File: src/rtl/contador_gray_param.sv
// Parametrised up/down Gray counter: one binary register, Gray/flags registered from the next value.
// Load takes priority over enable; the ends either wrap with a one-cycle desborde pulse or saturate.
module contador_gray_param #(
    parameter int WIDTH     = 4,
    parameter int SATURATE  = 0,
    parameter int RESET_VAL = 0
) (
    input  logic             clk,
    input  logic             reset,
    input  logic             enable,
    input  logic             up_down,
    input  logic             load,
    input  logic [WIDTH-1:0] load_value,
    output logic [WIDTH-1:0] salida_gray,
    output logic [WIDTH-1:0] salida_bin,
    output logic             tc_max,
    output logic             tc_min,
    output logic             desborde
);

    localparam logic [WIDTH-1:0] MAX      = '1;
    localparam logic [WIDTH-1:0] RST_BIN  = WIDTH'(RESET_VAL);
    localparam logic [WIDTH-1:0] RST_GRAY = RST_BIN ^ (RST_BIN >> 1);

    logic [WIDTH-1:0] r_bin;
    logic [WIDTH-1:0] r_gray;
    logic             r_tc_max;
    logic             r_tc_min;
    logic             r_desborde;

    logic [WIDTH-1:0] w_next_bin;
    logic             w_wrap;

    always_comb begin
        w_next_bin = r_bin;
        w_wrap     = 1'b0;
        if (load) begin
            w_next_bin = load_value;
        end else if (enable) begin
            if (up_down) begin
                if (r_bin == MAX) begin
                    // At an end the count either saturates in place or wraps and flags it
                    if (SATURATE != 0) begin
                        w_next_bin = MAX;
                    end else begin
                        w_next_bin = '0;
                        w_wrap     = 1'b1;
                    end
                end else begin
                    w_next_bin = r_bin + 1'b1;
                end
            end else begin
                if (r_bin == '0) begin
                    if (SATURATE != 0) begin
                        w_next_bin = '0;
                    end else begin
                        w_next_bin = MAX;
                        w_wrap     = 1'b1;
                    end
                end else begin
                    w_next_bin = r_bin - 1'b1;
                end
            end
        end
    end

    always_ff @(posedge clk or negedge reset) begin
        if (!reset) begin
            r_bin      <= RST_BIN;
            r_gray     <= RST_GRAY;
            r_tc_max   <= (RST_BIN == MAX);
            r_tc_min   <= (RST_BIN == '0);
            r_desborde <= 1'b0;
        end else begin
            r_bin      <= w_next_bin;
            r_gray     <= w_next_bin ^ (w_next_bin >> 1);
            r_tc_max   <= (w_next_bin == MAX);
            r_tc_min   <= (w_next_bin == '0);
            r_desborde <= w_wrap;
        end
    end

    assign salida_bin  = r_bin;
    assign salida_gray = r_gray;
    assign tc_max      = r_tc_max;
    assign tc_min      = r_tc_min;
    assign desborde    = r_desborde;

endmodule
File: config.mk
export PLATFORM = sky130hd
export DESIGN_NAME = contador_gray_param
export DESIGN_NICKNAME = d
export VERILOG_FILES = /design/src/rtl/contador_gray_param.sv
export SDC_FILE = /design/constraint.sdc
export NUM_CORES = 1
export LEC_CHECK = 0
export CAP_MARGIN = 20
export CORE_MARGIN = 8
export CORE_UTILIZATION = 43
export DETAILED_ROUTE_END_ITERATION = 10
export GPL_TIMING_DRIVEN = 0
export HOLD_SLACK_MARGIN = 0.08
export PLACE_DENSITY = 0.75
export SKIP_LAST_GASP = 1
export SLEW_MARGIN = 5
export SYNTH_ARGS = -nofsm -noshare
export SYNTH_HDL_FRONTEND = slang
export SYNTH_SLANG_ARGS = --single-unit
File: constraint.sdc
create_clock -name clk -period 2.7 [get_ports clk]
set_clock_uncertainty 0.05 [all_clocks]
set_input_delay 0.54 -clock clk [delete_from_list [all_inputs] [get_ports clk]]
set_output_delay 0.54 -clock clk [all_outputs]
set_load 0.05 [all_outputs]
Word level (Yosys, flattened, before mapping)
Cells that the tools add are included.
{"block": "totals", "regBits": 11, "latch_bits": 0, "ramBits": 0, "romBits": 0, "out_inout_bits": 11, "word_cells": 22, "memories": 0}
{"block": "op_classes", "add_sub_neg": 2, "mul": 0, "n_div": 0, "magnitude_cmp": 0, "eq_ne": 2, "shift": 0, "mux": 10, "bitwise": 1, "reduce_logical": 2}
{"cell": "4-bit 2-to-1 mux", "n": 5}
{"cell": "4-bit == test (second input constant)", "n": 2}
{"cell": "4-bit logical NOT", "n": 2}
{"cell": "1-bit 2-to-1 mux", "n": 5}
{"cell": "4-bit by 1-bit adder with 4-bit output (second input constant)", "n": 1}
{"cell": "4-bit by 1-bit subtractor with 4-bit output (second input constant)", "n": 1}
{"cell": "4-bit by 3-bit bitwise XOR with 4-bit output", "n": 1}

Logic depth before layout (Yosys ltp)
Gate-level depths: netlist (run 1).
{"block": "depth", "word_depth": 6, "mapped_depth": 10}

Worst setup path after synthesis (run 1)
No wires, ideal clock.
{"block": "synth_timing", "path_type": "register to register", "from": "register r_bin[0] (netlist: salida_bin[0])", "to": "register r_tc_min (netlist: tc_min)", "setup_ps": 73, "t_arrival_ps": 2153, "required_time_ps": 2577, "setup_slack_ps": 424, "path_stages_with_launch": 10, "synth_period_minus_slack_ps": 2276, "cell_sequence": "dfrtp_1 -> inv_1 -> ha_1 -> xor2_1 -> mux2i_1 -> mux2i_2 -> ha_1 -> a21boi_0 -> nand4_1 -> a21oi_1"}
{"block": "synth_via", "elab_chain_cells": 6}
{"element": "from (decl)", "line": "25", "text": "logic [WIDTH-1:0] r_bin;"}
{"element": "from (signal assigned)", "line": "75", "text": "r_bin <= w_next_bin;"}
{"element": "4-bit by 1-bit subtractor with 4-bit output, or another cell as far along", "line": "61", "text": "w_next_bin = r_bin - 1'b1;"}
{"element": "4-bit 2-to-1 mux, on equally long branches", "line": "53, 41"}
{"element": "4-bit 2-to-1 mux", "line": "40", "text": "if (up_down) begin"}
{"element": "4-bit 2-to-1 mux *", "line": "39", "text": "end else if (enable) begin"}
{"element": "4-bit 2-to-1 mux *", "line": "37", "text": "if (load) begin"}
{"element": "4-bit logical NOT *", "line": "78", "text": "r_tc_min <= (w_next_bin == '0);"}
{"element": "to (signal assigned)", "line": "72", "text": "r_tc_min <= (RST_BIN == '0);"}
{"element": "to (signal assigned)", "line": "78"}
{"element": "to (decl)", "line": "28", "text": "logic r_tc_min;"}
Every way passes the cells marked *; elsewhere a longest branch is shown, timed or not.

Final worst setup path (run 1)
{"block": "layout_timing", "from": "input up_down", "to": "register r_tc_min (netlist: tc_min)"}
{"block": "layout_via", "elab_chain_cells": 4}
{"element": "from (decl)", "line": "11", "text": "input logic up_down,"}
{"element": "4-bit 2-to-1 mux", "line": "40"}
{"element": "4-bit 2-to-1 mux", "line": "39"}
{"element": "4-bit 2-to-1 mux", "line": "37"}
{"element": "4-bit logical NOT", "line": "78"}
Every way passes these cells.

==> impl_results.md, run 1 <==
* Total Wirelength at 1330 µm
* Final net count at 100
* Min setup slack post-route at 373 ps
* First-pass GRT wire length at 2280 µm
* TritonCTS clock tree: built
* Fin crit period at 2330 ps
* CP Capture Type: flip-flop
* Worst-Skew Late Latency at 270 ps
* Share of cells above drive strength 1 at 0.140
* Flops & latches, synth at 10
* Lkg Pwr at 0.000393 µW
* Max VDD drop at 0.447 mV
* Remaining DRCs at 0
* # clock sinks at 10
* Post-synthesis cell count at 64
* Max Fclk at 0.430 GHz
* Cts hold-fix bufs at 0
* Post-Route Setup TNS at 0 ps
* YS warnings at 0
* Vias in the first global route at 538
* Synthesized area at 619 µm²
* Starting DRT DRC Count at 3
* Via-to-Cell Ratio at 5.17
* Routed Antenna Nets at 0
* Total Routing Usage GR at 0.106
* Most common cell after layout, fill and taps aside: clkdlybuf4s50_1
* Non-Filler Instances at 101
* Worst Tran Pin Value at 499 ps
* Longest Clk Path Bufs at 2
* H-tree Lvls at 1
* Post-CTS Resized at 0
* Die area at 2910 µm²
* Via count at 522
* Tot Pwr at 597 µW
* CTS buffer count at 3
* First-pass iteration count of the detailed router at 5
* # port buffers at 18
* HP Class: input port to asynchronous set/reset pin
* PwrDens at 699 nW/µm²
* Yosys cell types at 34
* Clk Tree Root Cell: clkbuf_4
* Req. time, crit path at 2830 ps
* Chip width at 54.0 µm
* Async SR Flop Fraction at 1.00
* Arrival @ worst endpoint at 2460 ps
* Final setup violation count at 0
* Initial antenna violation count at 0
* CORE AREA at 1320 µm²
* Startpoint Class: input port
* Commonest cells after routing, fill and taps aside: clkdlybuf4s50_1, dfrtp_1, inv_1, nor2_1
* Crit-path slowest cell: clkdlybuf4s50_1
* Slew Limit Headroom at 0.667
* Outcome: finished clean
* RSZ-0062 raised after global routing: false
* Final core occ at 0.649
* Row count at 13
* Remaining Overflow, GRT at 0
* Final GP Congestion at 0.857
* Slowest stage delay, CP at 520 ps
* Top FF cell, synth: dfrtp_1
* Cell mode on critical path: a21oi_1
* Setup repair bufs after CTS at 0
* Routed WL per cell at 13.2 µm
* Syn Area/Cell at 9.68 µm²
* Final period util at 0.862
* Fillers at 122
* Crit-path max FO at 6
* Post-synth EDFFs at 0
* Pre-CTS setup slack at 128 ps
* Initial Util at 0.470
* HPWL after detailed placement at 1070 µm
* Layout area overhead at 38.0%
* Hold Fails Final Rpt at 0
* Critical path class: input port to flip-flop
* Cell breakdown of the critical path: clkdlybuf4s50_1, or3b_1, a21oi_1, o21ai_1, and2_1, ha_1, a21boi_0, nand4_1, a21oi_1
* Chip Height at 54.0 µm
* Io pins at 20
* Clock Pin Slew Worst Setup and Hold Paths at 70 ps
* Slew Limit Fails at 0
* Sequential area share after synthesis at 0.406
* Largest net degree at the start of global routing at 11
* Cells after DPL at 97
* Max cap viols at 0
* Syn nets at 77
* Number of diodes at 0
==> area by class of cell <==
type | count | area [µm²] | share of cell area
Clock buffer | 4 | 36.3 | 0.0425
Tap cell | 15 | 18.8 | 0.0220
Timing Repair Buffer | 18 | 180 | 0.211
Multi-Input combinational cell | 44 | 325 | 0.381
Inverter | 7 | 26.3 | 0.0307
Buffer | 3 | 16.3 | 0.0190
Sequential cell | 10 | 251 | 0.294
==> metal layers <==
metal | up-vias | wire (µm) | global-route usage
li1 | 269 | - | -
met2 | 14 | 596 | 0.168
met1 | 236 | 626 | 0.128
met3 | 3 | 91 | 0.0386
met5 | - | 0 | 0
met4 | 0 | 19 | 0.0378
==> synth_stat cells (2+ instances only) <==
cell type	n	area (µm²)
nand2_1	4	15.0
ha_1	4	50.1
nand3_1	2	10.0
inv_1	7	26.3
dfrtp_1	9	225
a22o_1	2	17.5
nor2_1	6	22.5
a21oi_1	4	20.0
==> power by group <==
group | switching [µW] | total [µW] | internal [µW]
combinational | 164 | 265 | 101
clock | 54.8 | 137 | 81.9
sequential | 20.4 | 195 | 175
total | 239 | 597 | 358
==> metrics by stage <==
stage | hold slack, ps | cell area, µm²
after floorplan | 194 | 619
after CTS | 552 | 855
final | 532 | 855
after global routing | 557 | 855
after global placement | 657 | 818
after detailed placement | 676 | 818
==> final timing paths <==
check | cells past startpoint | slack [ps] | start | endpoint
max in group asynchronous | 1 | 1730 | reset | tc_min$_DFF_PN1_
setup reg to reg | 10 | 420 | salida_bin[0]$_DFF_PN0_ | tc_min$_DFF_PN1_
min in group clk | 2 | 560 | enable | desborde$_DFF_PN0_
setup / recovery | 9 | 370 | up_down | tc_min$_DFF_PN1_
hold reg to reg | 2 | 690 | salida_bin[2]$_DFF_PN0_ | desborde$_DFF_PN0_
hold / removal | 1 | 530 | reset | desborde$_DFF_PN0_
==> worst max-delay path: cells and delay by family <==
family	cells	cell delay, ps
compound gates	4	480
fa+ha+maj	1	170
buf+inv	1	520
simple gates	3	730
==> kinds of logic (layout without fill, tap and decap cells) <==
| logic type | Yosys count | after routing | synth area share |
|---|---|---|---|
| and+or+nand+nor | 20 | 20 | 0.176 |
| AOI/OAI and AO/OA | 15 | 15 | 0.178 |
| DFF | 10 | 10 | 0.406 |
| buffers and inverters | 10 | 32 | 0.0687 |
| adders and majority gates | 4 | 4 | 0.0808 |
| muxes | 3 | 3 | 0.0626 |
| xor gates and xnor gates | 2 | 2 | 0.0283 |
==> registers in the layout, indices dropped and copies added (netlist names) <==
name / count
salida_gray: 3
tc_min: 1
desborde: 1
salida_bin: 4
tc_max: 1
Note: power is estimated with default switching activity, not from simulation.
==> run 2, diff against run 1 <==
- CORE_ASPECT_RATIO: not set -> 1.1
==> impl_results.md, run 2 (synthesized netlist as in run 1, its figures left out) <==
* Post-Route Setup TNS at 0 ps (unchanged)
* Combinational Power Share at 0.445 (about the same)
* Max VDD drop at 0.504 mV (+13%)
* Final GP Congestion at 0.797 (-7.0%)
* Req. time, crit path at 2850 ps (+20 ps)
* Setup repair bufs after CTS at 0 (unchanged)
* Commonest cells after routing, fill and taps aside: clkdlybuf4s50_1, dfrtp_1, inv_1, nor2_1
* Sw Ratio at 0.405 (+0.00439)
* Slew Limit Headroom at 0.655 (-0.0116)
* TritonCTS clock tree: built
* Io pins at 20 (unchanged)
* Total Routing Usage GR at 0.113 (+0.00787)
* Clk Tree Root Cell: clkbuf_4
* Clock Pin Slew Worst Setup and Hold Paths at 70 ps (about the same)
* Largest net degree at the start of global routing at 11 (unchanged)
* Max reg flops at 4 (unchanged)
* Chip Height at 55.8 µm (+3.4%)
* Share of cells above drive strength 1 at 0.140 (unchanged)
* Startpoint Class: input port
* # clock sinks at 10 (unchanged)
* Final setup violation count at 0 (unchanged)
* Cts hold-fix bufs at 0 (unchanged)
* Die area at 2910 µm² (about the same)
* CTS buffer count at 3 (unchanged)
* Most common cell after layout, fill and taps aside: clkdlybuf4s50_1
* HP Class: input port to asynchronous set/reset pin
* Final period util at 0.850 (-0.0115)
* Max Fclk at 0.436 GHz (+1.4%)
* Arrival @ worst endpoint at 2440 ps (-20 ps)
* CP Capture Type: flip-flop
* Internal power at 358 µW (+0.11%)
* Via-to-Cell Ratio at 5.29 (+2.4%)
* H-tree Lvls at 1 (unchanged)
* Fin crit period at 2300 ps (-31.1 ps)
* Sequential power share at 0.325 (-0.002)
* Hold Fails Final Rpt at 0 (unchanged)
* Worst-Skew Late Latency at 270 ps (about the same)
* Outcome: finished clean
* PwrDens at 704 nW/µm² (+0.71%)
* Post-CTS Resized at 0 (unchanged)
* RSZ-0062 raised after global routing: false
* Initial Util at 0.453 (-0.0168)
* Chip width at 52.2 µm (-3.3%)
* Initial antenna violation count at 0 (unchanged)
* Final net count at 100 (unchanged)
* Multi-input combinational cell area at 325 µm² (unchanged)
* Total Wirelength at 1410 µm (+5.5%)
* Crit-path max FO at 10 (+4)
* First-pass GRT wire length at 2550 µm (+12%)
* Routed Antenna Nets at 0 (unchanged)
* Reg2Reg Launch Point: salida_bin[0]$_DFF_PN0_
* Via count at 540 (+3.4%)
* CORE AREA at 1370 µm² (+3.7%)
* NetSw at 244 µW (+2.0%)
* Final hold slack at 523 ps (-9.05 ps)
* Worst Tran Pin Value at 516 ps (+17.3 ps)
* Starting DRT DRC Count at 7 (+4)
* Vias in the first global route at 565 (+5.0%)
* Final core occ at 0.626 (-0.0222)
* Layout area overhead at 38.2%
* Longest Clk Path Bufs at 2 (unchanged)
* First-pass iteration count of the detailed router at 4 (-1)
* Clk pwr share at 0.230 (about the same)
* Lkg Pwr at 0.000393 µW (unchanged)
* Register area at 251 µm² (unchanged)
* Fillers at 114 (-6.6%)
* HPWL after detailed placement at 1050 µm (-2.2%)
* Remaining Overflow, GRT at 0 (unchanged)
* Number of diodes at 0 (unchanged)
* Max cap viols at 0 (unchanged)
* # port buffers at 18 (unchanged)
* First element of the critical path: load
* Critical path class: input port to flip-flop
* Slew Limit Fails at 0 (unchanged)
* Remaining DRCs at 0 (unchanged)
* Routed WL per cell at 13.8 µm (+4.5%)
* Row count at 14 (+1)
-- run 2: cell counts in the layout (fill, tap and decap cells not counted) --
Identical to the previous run, type by type.
-- run 2: per-stage QoR --
stage / worst slack (ps) / area, µm² / power (µW) / cells
2_1_floorplan: 424 / 619 / 377 / 64
5_1_grt: 182 / 856 / 635 / 102
3_3_place_gp: 162 / 820 / 463 / 98
6_report: 404 / 856 / 602 / 102
3_5_place_dp: 142 / 820 / 466 / 98
4_1_cts: 392 / 856 / 608 / 102
-- run 2: layout make-up --
cell class,count,area share
inverter,7,0.0307
sequential,10,0.294
clock buffer,4,0.0424
multi-input combinational,44,0.380
timing repair buffer,18,0.211
buffer,3,0.0190
tap,16,0.0234
-- run 2: path summary, 6_finish.rpt --
kind,end,slack [ps],cells after the start
worst min register to register,desborde$_DFF_PN0_,660,2
worst max register to register,tc_min$_DFF_PN1_,490,9
worst max-delay path,tc_min$_DFF_PN1_,400,7
worst min-delay path,salida_bin[1]$_DFF_PN0_,520,1
max in group asynchronous,tc_min$_DFF_PN1_,1740,1
min in group clk,desborde$_DFF_PN0_,550,2
-- run 2: power groups by stage --
stage,logic [µW],registers (µW),clock network [µW]
floorplan,92.1,285,0
global placement,265,198,0
detailed placement,267,199,0
CTS,270,196,142
global route,287,200,149
finish,268,196,139
-- run 2: critical path: stages --
cell,delay (ps)
clkdlybuf4s50_1,480
clkbuf_1,380
mux2i_2,420
ha_1,200
a21boi_0,190
nand4_1,110
a21oi_1,140
-- run 2: layer usage --
layer,wire length (µm),up-vias,GRT usage
met1,645,248,0.140
li1,-,266,-
met2,648,21,0.167
met5,0,-,0
met4,31,0,0.0667
met3,82,5,0.0321
==> patch (flow settings as in run 2) <==
The parameter `SATURATE` goes from 0 to 1.
--- a/src/rtl/contador_gray_param.sv
+++ b/src/rtl/contador_gray_param.sv
@@ -2,7 +2,7 @@
 // Load takes priority over enable; the ends either wrap with a one-cycle desborde pulse or saturate.
 module contador_gray_param #(
     parameter int WIDTH     = 4,
-    parameter int SATURATE  = 0,
+    parameter int SATURATE  = 1,
     parameter int RESET_VAL = 0
 ) (
     input  logic             clk,
Behaviour: not the same (Yosys sat finds a counterexample within 4 cycles, from zero or initial values and one cycle with reset low).
==> patch against run 2 <==
  * Total power is 19% lower
  * Setup slack worse by 3.7 ps
  * Cell area is 3.2% lower
  * Worst hold slack worse by 6.8 ps
  * Combinational power is 19% lower
  * Sequential cell count is 1 lower
  * Routed wire length is 7.0% lower
  * Clock power is 29% lower
  * Area after synthesis is 1.2% lower
  * Non-clock buffer count stayed put
  * Critical path type is now reg2out
  * Critical endpoint is now salida_gray[3]
  * Highest routed layer unchanged
==> patch: results (changes against run 2) <==
Post-synthesis compound-gate area fraction - 27.8% (+10 points)
Final setup vio count - 0 (unchanged)
First-pass GRT wire length - 2230 um (-12%)
Worst hold path class - in2async
XOR/XNOR share of the synthesized area - 1.43% (-1.4 points)
Worst slew pin tran - 500 ps (-16.4 ps)
Synth Area per Inst - 9.71 sq um (+0.36%)
Number of setup buffers added after CTS - 0 (unchanged)
PostCTS Resize Cnt - 0 (unchanged)
Post-DP Area - 802 sq um (-2.1%)
Count of input and output buffers - 17 (-1)
Setup crit end - salida_gray[3]
ANT cells - 0 (unchanged)
Post-synth top cells - 8 x dfrtp_1, 7 x inv_1, 5 x nand2_1
Fin nets - 98 (-2.0%)
HPWL after DPL - 1060 um (+1.2%)
Data arrival, critical path - 1710 ps (-730 ps)
Largest net degree at the start of global routing - 11 (unchanged)
Critical path startpoint - salida_bin[3]
Flop2flop setup slack - 550 ps (+60 ps)
Largest register FFs - 4 (unchanged)
CTS root buffer - clkbuf_4
Hold WS - 516 ps (-6.81 ps)
Vias in the first global route - 521 (-7.8%)
Static Leak - 0.367 nW (-6.7%)
Cts bufs inserted - 3 (unchanged)
Vias - 552 (+2.2%)
Status - finished, final reports clean
Gr usage total - 10.1% (-1.2 points)
Reg-to-reg critical path startpoint - salida_bin[0]
Initial antenna violation count - 0 (unchanged)
Setup CP Type - reg2out
Depth of the CTS H-tree - 1 (unchanged)
Reg-to-reg critical path endpoint - tc_min
Final std cells w/o fill - 100 (-2.0%)
Yosys cell types - 33 (-2.9%)
Max IR drop VDD - 0.000219 V (-56%)
Final WL - 1310 um (-7.0%)
Synth Net Count - 76 (-1.3%)
Reg clk slew, reported paths - 60 ps
Slowest stage delay, CP - 790 ps (+310 ps)
Crit-path max FO - 9 (-1)
Adder-cell share of the synthesized area - 8.18% (+0.099 points)
First-pass iteration count of the detailed router - 4 (unchanged)
Worst path top cell family by delay - buffers and inverters
DP Worst Slack - 294 ps (+151 ps)
Sequential share of the synthesized area - 37.0% (-3.6 points)
Iter 0 DRT Violations - 7 (unchanged)
Latest clock arrival within the worst-skew pair - 250 ps (-20 ps)
R2R cell count - 9 (unchanged)
Critical Path Slowest Stage Cell - clkdlybuf4s50_1
PnR worst setup slack - 401 ps (-3.71 ps)
Mux share of post-synthesis cell area - 0% (-6.3 points)
Share of cells above drive strength 1 - 14.3% (+0.33 points)
DP Cell Count - 96 (-2.0%)
Synth warnings - 0 (unchanged)
Synth top area cells - dfrtp_1 33%, ha_1 8.2%, dfstp_2 4.3%
GP Congestion - 0.740 (-7.1%)
==> patch: final cells by class <==
class | instances | area (sq um)
fill | 128 | 520
inverter | 7 | 26.3
buffer | 4 | 31.3
clock buffer | 4 | 26.3
multi-input combinational | 43 | 328
timing repair buffer | 17 | 170
tap | 16 | 20.0
sequential | 9 | 226
==> patch: power by group <==
part	switching, W	internal, W	total (W)	leakage (nW)
combinational	0.000134	0.0000813	0.000216	0.245
sequential	0.0000168	0.000154	0.000171	0.106
clock	0.0000425	0.0000567	0.0000992	0.0150
==> patch: worst reg2reg max path: cells and delay by family, from the launching register on <==
| family | cells | cell delay [ps] |
|---|---|---|
| AO/OA/AOI/OAI | 4 | 720 |
| flip-flops | 1 | 460 |
| adder cells (fa/ha/maj) | 2 | 400 |
| AND/OR/NAND/NOR | 1 | 260 |
| buffers and inverters | 2 | 170 |
==> patch: metal layers <==
metal,vias up,GRT usage [%],wire length (um)
met3,4,2.14,97
li1,269,-,-
met5,-,0,0
met4,0,9.13,34
met1,261,11.8,568
met2,18,14.6,610
